$ cat src/rtl/seg_display_reader.sv
// Two-digit seven-segment monitor: waits for a stable {seg1,seg0} pattern and reports it once as BCD and binary.
// Optional SEG_READER_ERRCNT_EN adds a saturating err_count output.
//
// state      | meaning
// -----------+----------------------------------------------------------
// ST_IDLE    | watching for a pattern different from the last one decoded
// ST_SETTLE  | candidate captured, counting consecutive identical samples
// ST_OUTPUT  | decoded result presented, waiting for out_ready

module seg_display_reader #(
  parameter int STABLE_CYCLES = 4
) (
  input  logic       clk,
  input  logic       rst_n,
  input  logic [6:0] seg0,
  input  logic [6:0] seg1,
  output logic       out_valid,
  input  logic       out_ready,
  output logic [3:0] out_tens,
  output logic [3:0] out_ones,
  output logic [6:0] out_value,
  output logic       err
`ifdef SEG_READER_ERRCNT_EN
  ,
  output logic [7:0] err_count
`endif
);

  localparam int CW = $clog2(STABLE_CYCLES) + 1;
  localparam logic [CW-1:0] CNT_LAST = CW'(STABLE_CYCLES - 1);

  typedef enum logic [1:0] {
    ST_IDLE   = 2'd0,
    ST_SETTLE = 2'd1,
    ST_OUTPUT = 2'd2
  } state_e;

  state_e      state_q, state_d;
  logic [13:0] s_q, s_d;
  logic [13:0] cand_q, cand_d;
  logic [13:0] last_pat_q, last_pat_d;
  logic [CW-1:0] cnt_q, cnt_d;
  logic        out_valid_q, out_valid_d;
  logic [3:0]  out_tens_q, out_tens_d;
  logic [3:0]  out_ones_q, out_ones_d;
  logic [6:0]  out_value_q, out_value_d;
  logic        err_q, err_d;

  // Returns {valid, digit}; blank is not a digit here, the tens path adds it.
  function automatic logic [4:0] dec_seg(input logic [6:0] s);
    logic [4:0] r;
    case (s)
      7'h3F:   r = {1'b1, 4'd0};
      7'h06:   r = {1'b1, 4'd1};
      7'h5B:   r = {1'b1, 4'd2};
      7'h4F:   r = {1'b1, 4'd3};
      7'h66:   r = {1'b1, 4'd4};
      7'h6D:   r = {1'b1, 4'd5};
      7'h7D:   r = {1'b1, 4'd6};
      7'h07:   r = {1'b1, 4'd7};
      7'h7F:   r = {1'b1, 4'd8};
      7'h6F:   r = {1'b1, 4'd9};
      default: r = 5'b0_0000;
    endcase
    return r;
  endfunction

  logic [4:0] dec_tens, dec_ones;
  logic       tens_ok, ones_ok;
  logic [6:0] tens_ext, ones_ext;

  always_comb begin
    dec_tens = dec_seg(cand_q[13:7]);
    dec_ones = dec_seg(cand_q[6:0]);
    tens_ok  = dec_tens[4] || (cand_q[13:7] == 7'h00);
    ones_ok  = dec_ones[4];
    tens_ext = {3'b000, dec_tens[3:0]};
    ones_ext = {3'b000, dec_ones[3:0]};
  end

  always_comb begin
    s_d         = {seg1, seg0};
    state_d     = state_q;
    cand_d      = cand_q;
    last_pat_d  = last_pat_q;
    cnt_d       = cnt_q;
    out_tens_d  = out_tens_q;
    out_ones_d  = out_ones_q;
    out_value_d = out_value_q;
    err_d       = 1'b0;

    case (state_q)
      ST_IDLE: begin
        if (s_q != last_pat_q) begin
          cand_d  = s_q;
          cnt_d   = '0;
          state_d = ST_SETTLE;
        end
      end
      ST_SETTLE: begin
        if (s_q != cand_q) begin
          cand_d = s_q;
          cnt_d  = '0;
        end else if (cnt_q == CNT_LAST) begin
          last_pat_d = cand_q;
          if (tens_ok && ones_ok) begin
            out_tens_d  = dec_tens[3:0];
            out_ones_d  = dec_ones[3:0];
            out_value_d = (tens_ext << 3) + (tens_ext << 1) + ones_ext;
            state_d     = ST_OUTPUT;
          end else begin
            err_d   = 1'b1;
            state_d = ST_IDLE;
          end
        end else begin
          cnt_d = cnt_q + CW'(1);
        end
      end
      ST_OUTPUT: begin
        // Result is frozen here; segment changes are picked up from IDLE afterwards.
        if (out_ready) state_d = ST_IDLE;
      end
      default: state_d = ST_IDLE;
    endcase

    out_valid_d = (state_d == ST_OUTPUT);
  end

  always_ff @(posedge clk or negedge rst_n) begin
    if (!rst_n) begin
      state_q     <= ST_IDLE;
      s_q         <= 14'h0000;
      cand_q      <= 14'h0000;
      last_pat_q  <= 14'h0000;
      cnt_q       <= '0;
      out_valid_q <= 1'b0;
      out_tens_q  <= 4'd0;
      out_ones_q  <= 4'd0;
      out_value_q <= 7'd0;
      err_q       <= 1'b0;
    end else begin
      state_q     <= state_d;
      s_q         <= s_d;
      cand_q      <= cand_d;
      last_pat_q  <= last_pat_d;
      cnt_q       <= cnt_d;
      out_valid_q <= out_valid_d;
      out_tens_q  <= out_tens_d;
      out_ones_q  <= out_ones_d;
      out_value_q <= out_value_d;
      err_q       <= err_d;
    end
  end

  assign out_valid = out_valid_q;
  assign out_tens  = out_tens_q;
  assign out_ones  = out_ones_q;
  assign out_value = out_value_q;
  assign err       = err_q;

`ifdef SEG_READER_ERRCNT_EN
  logic [7:0] err_count_q, err_count_d;

  always_comb begin
    err_count_d = err_count_q;
    if (err_d && (err_count_q != 8'hFF)) err_count_d = err_count_q + 8'd1;
  end

  always_ff @(posedge clk or negedge rst_n) begin
    if (!rst_n) err_count_q <= 8'd0;
    else        err_count_q <= err_count_d;
  end

  assign err_count = err_count_q;
`endif

endmodule
$ cat config.mk
export PLATFORM = sky130hd
export DESIGN_NAME = seg_display_reader
export DESIGN_NICKNAME = d
export VERILOG_FILES = /design/src/rtl/seg_display_reader.sv
export SDC_FILE = /design/constraint.sdc
export NUM_CORES = 1
export LEC_CHECK = 0
export CORE_UTILIZATION = 30
export DETAILED_ROUTE_END_ITERATION = 8
export HOLD_SLACK_MARGIN = 0.1
export RECOVER_POWER = 50
export SETUP_SLACK_MARGIN = 0.15
export SLEW_MARGIN = 0
export SYNTH_ARGS = -nofsm -noshare
export SYNTH_HDL_FRONTEND = slang
export SYNTH_SLANG_ARGS = --single-unit
$ cat constraint.sdc
create_clock -name clk -period 9 [get_ports clk]
set_clock_uncertainty 0.05 [all_clocks]
set_input_delay 1.35 -clock clk [delete_from_list [all_inputs] [get_ports clk]]
set_output_delay 1.35 -clock clk [all_outputs]
set_load 0.02 [all_outputs]
==> flow_metrics.tcl <==
set metrics [dict create \
    outcome "finished with violations" \
    failed_checks "max-capacitance violations, max-slew violations" \
    cts_inserted_buffers 9 \
    setup.worst_path.end_class "asynchronous set/reset pin" \
    whs_ns 0.456 \
    grt_start_max_net_pins 64 \
    timing.critical_path.from_type "input pin" \
    slew_headroom_pct -121 \
    cell_internal_pwr_mw 0.487 \
    cts.clk_slew.worst_paths_ns 0.07 \
    die_height_um 106 \
    design.core.area_mm2 0.0104 \
    pwr-share-seq_pct 48.2 \
    power_switching_mw 0.140 \
    final_layout_size_suffix_gt1_share_pct 22.5 \
    cts_buffer_depth 2 \
    maxClockFrequency_mhz 241 \
    post_synth_instance_area_mm2 0.00326 \
    first_global_vias 2029 \
    first_iter_violations 79 \
    cts_tree "built" \
    grt.overflow.total 0 \
    crit_fanout 63 \
    clock_sinks 63 \
    detailedRoute.firstPassIterationCount 5 \
    finalHoldViolCount 0 \
    setup_repair_after_global_routing_missed_its_margin "no" \
    global_route_wire_length_before_repair_um 10100 \
    design_power_total_mw 0.628 \
    synthFlopType "sky130_fd_sc_hd__dfrtp_1" \
    cellLeakagePower_nw 1.67 \
    worstPathBufferInverterCount 2 \
    postSynthAreaPerCell_um2 12.2 \
    postSynthNetCount 296 \
    synth_warnings 0 \
    track_usage_pct 11.7 \
    drt_drc 0 \
    synth_cell_types 51 \
    async_reset_ff_share_pct 100 \
    avgRoutedWirePerCell_um 13.8 \
    period_needed_ns 4.14 \
    critical_path.slowest_cell "sky130_fd_sc_hd__clkbuf_1" \
    timing.hold.worst.class "reg2reg" \
    synth-seq-cells 63 \
    layout_worst_path_cycle_share_pct 46.0 \
    insertedDiodeCount 0 \
    place_congestion 0.791 \
    crit_type "in2async" \
    worst_ep_arrival_time_ns 3.80 \
    num_rows 37 \
    combinationalPowerShare_pct 5.5 \
    flow.area_growth_from_synthesis_pct 18.7 \
    ios 34 \
    antenna_violations_before_repair 0 \
    die_w_um 106 \
    ctsHoldBuffers 0 \
    num-fill-cells 1021 \
    timing.setup.tns_ns 0 \
    crit_path_cells "buf_2 -> clkbuf_1" \
    crit_family "buffers and inverters" \
    cts_resized 0 \
    slowest_delay_ns 2.31 \
    ant_nets 0 \
    powerDensity_mw_per_mm2 162 \
    aggregate_routed_wire_length_um 6000 \
    synthCells 268 \
    finalSetupViolations 0 \
    floorplan.initialDensity_pct 31.3 \
    power.ir.vdd_worst_mv 0.0726 \
    crit_required_ns 8.65 \
    synth_enable_flop_cells 0 \
    viasPerCell 4.67 \
    tightestPinTransition_ns 3.32 \
    ctsRootBufferMaster "sky130_fd_sc_hd__clkbuf_8" \
    swShare_pct 22.4 \
    port-buffer-count 33 \
    clock_latency_ns 0.34 \
    h-tree-depth 3 \
    fp.dieArea_mm2 0.0113 \
    cts_setup_buffers 0 \
    final-max-slew-violation-count 64 \
    synth-seq-area-share_pct 48.4 \
    num_vias 2026 \
    post-dp-hpwl_um 4250 \
    share_clk_of_total_power_pct 46.3 \
    r2r_slack_ns 5.66 \
    net_count_reported_at_finish 321 \
    maxCapViolCount 1 \
]
-- layout by cell type, fill, tap and decap left out, types with 2 or more instances in the layout --
| master | count |
|---|---|
| sky130_fd_sc_hd__a21o_1 | 3 |
| sky130_fd_sc_hd__a21oi_1 | 3 |
| sky130_fd_sc_hd__a2bb2oi_1 | 2 |
| sky130_fd_sc_hd__bufinv_16 | 2 |
| sky130_fd_sc_hd__clkbuf_8 | 12 |
| sky130_fd_sc_hd__clkdlybuf4s50_1 | 18 |
| sky130_fd_sc_hd__dfrtp_1 | 63 |
| sky130_fd_sc_hd__dlygate4sd3_1 | 14 |
| sky130_fd_sc_hd__fa_1 | 2 |
| sky130_fd_sc_hd__ha_1 | 9 |
| sky130_fd_sc_hd__inv_1 | 8 |
| sky130_fd_sc_hd__mux2_2 | 34 |
| sky130_fd_sc_hd__mux2_4 | 7 |
| sky130_fd_sc_hd__mux2i_1 | 2 |
| sky130_fd_sc_hd__nand2_1 | 13 |
| sky130_fd_sc_hd__nand3_1 | 7 |
| sky130_fd_sc_hd__nand4_1 | 8 |
| sky130_fd_sc_hd__nor2_1 | 9 |
| sky130_fd_sc_hd__nor4_1 | 5 |
| sky130_fd_sc_hd__o21ai_0 | 8 |
| sky130_fd_sc_hd__o32a_1 | 2 |
| sky130_fd_sc_hd__or2_2 | 2 |
| sky130_fd_sc_hd__or3b_2 | 2 |
| sky130_fd_sc_hd__or4_1 | 2 |
| sky130_fd_sc_hd__xnor2_1 | 29 |
| sky130_fd_sc_hd__xor2_1 | 5 |
-- area by class of cell --
| class | instances | area (µm²) | share of cell area, % |
|---|---|---|---|
| repair buffers | 35 | 337 | 8.70 |
| inverters | 8 | 30.0 | 0.776 |
| flip-flops and latches | 63 | 1580 | 40.8 |
| multi-input cells | 176 | 1510 | 39.1 |
| clock inverters | 4 | 76.3 | 1.97 |
| well taps | 136 | 170 | 4.40 |
| clock buffers | 12 | 165 | 4.27 |
-- per-stage QoR --
step           cell area, µm²  cells  setup slack [ns]  utilization [%]
5_1_grt                  3870    434              4.10             37.1
3_5_place_dp             3630    418              5.67             34.9
4_1_cts                  3870    434              5.64             37.2
6_report                 3870    434              4.86             37.1
3_3_place_gp             3630    418              5.80             34.9
2_1_floorplan            3260    268              5.96                -
-- sequential cells by signal (all words and copies together), names as in the netlist --
signal and flops:
out_valid 1, last_pat_q 14, cnt_q 3, cand_q 14, state_q 2, out_value 6
out_ones 4, out_tens 4, s_q 14, err 1
-- power groups by stage --
stage          registers [mW]  clock network, mW  logic [mW]
6_report                0.303              0.290      0.0345
5_1_grt                 0.304              0.309      0.0391
4_1_cts                 0.303              0.299      0.0370
3_5_place_dp            0.308                  0      0.0368
2_1_floorplan           0.299                  0      0.0289
3_3_place_gp            0.307                  0      0.0366
-- final timing paths --
check	cells past startpoint	from	to
min in group asynchronous	2	rst_n	out_value[6]
hold reg to reg	1	out_value[4]	out_value[4]
hold / removal	1	out_value[4]	out_value[4]
setup / recovery	2	rst_n	last_pat_q[0]
setup reg to reg	11	cand_q[8]	out_value[6]
max in group clk	11	cand_q[8]	out_value[6]
-- cell usage after synthesis, drive strengths merged (2+ instances only) --
master   count  share of area [%]
dfrtp       63                 48
mux2        41                 15
xnor2       29                7.8
buf         18                3.9
nand2       13                1.5
ha           9                3.5
nor2         9                1.0
inv          8               0.92
nand4        8                1.5
o21ai        8                1.2
nand3        7                1.1
nor4         6                1.6
xor2         5                1.3
a21o         3               0.69
a21oi        3               0.46
clkbuf       3               0.38
or2          3               0.58
a2bb2oi      2               0.54
and2         2               0.38
fa           2                1.2
mux2i        2               0.61
o32a         2               0.61
or3b         2               0.54
or4          2               0.46
-- cells by family (layout without fill, tap and decap cells) --
group	count (synthesis)	in the layout	synth area share (%)
compound gates	26	26	5.76
xor+xnor	34	34	9.14
fa+ha+maj	11	11	4.68
buf+inv	29	59	5.18
flops	63	63	48.4
mux	43	43	15.6
simple gates	62	62	11.3
-- routing by layer --
metal | wire [µm] | track usage (%) | up-vias
met2 | 2720 | 17.9 | 52
met5 | 0 | 0 | -
met1 | 2910 | 15.2 | 976
met3 | 282 | 3.92 | 11
li1 | - | - | 987
met4 | 91 | 4.86 | 0
No activity file was read; power rests on OpenSTA's default activity.
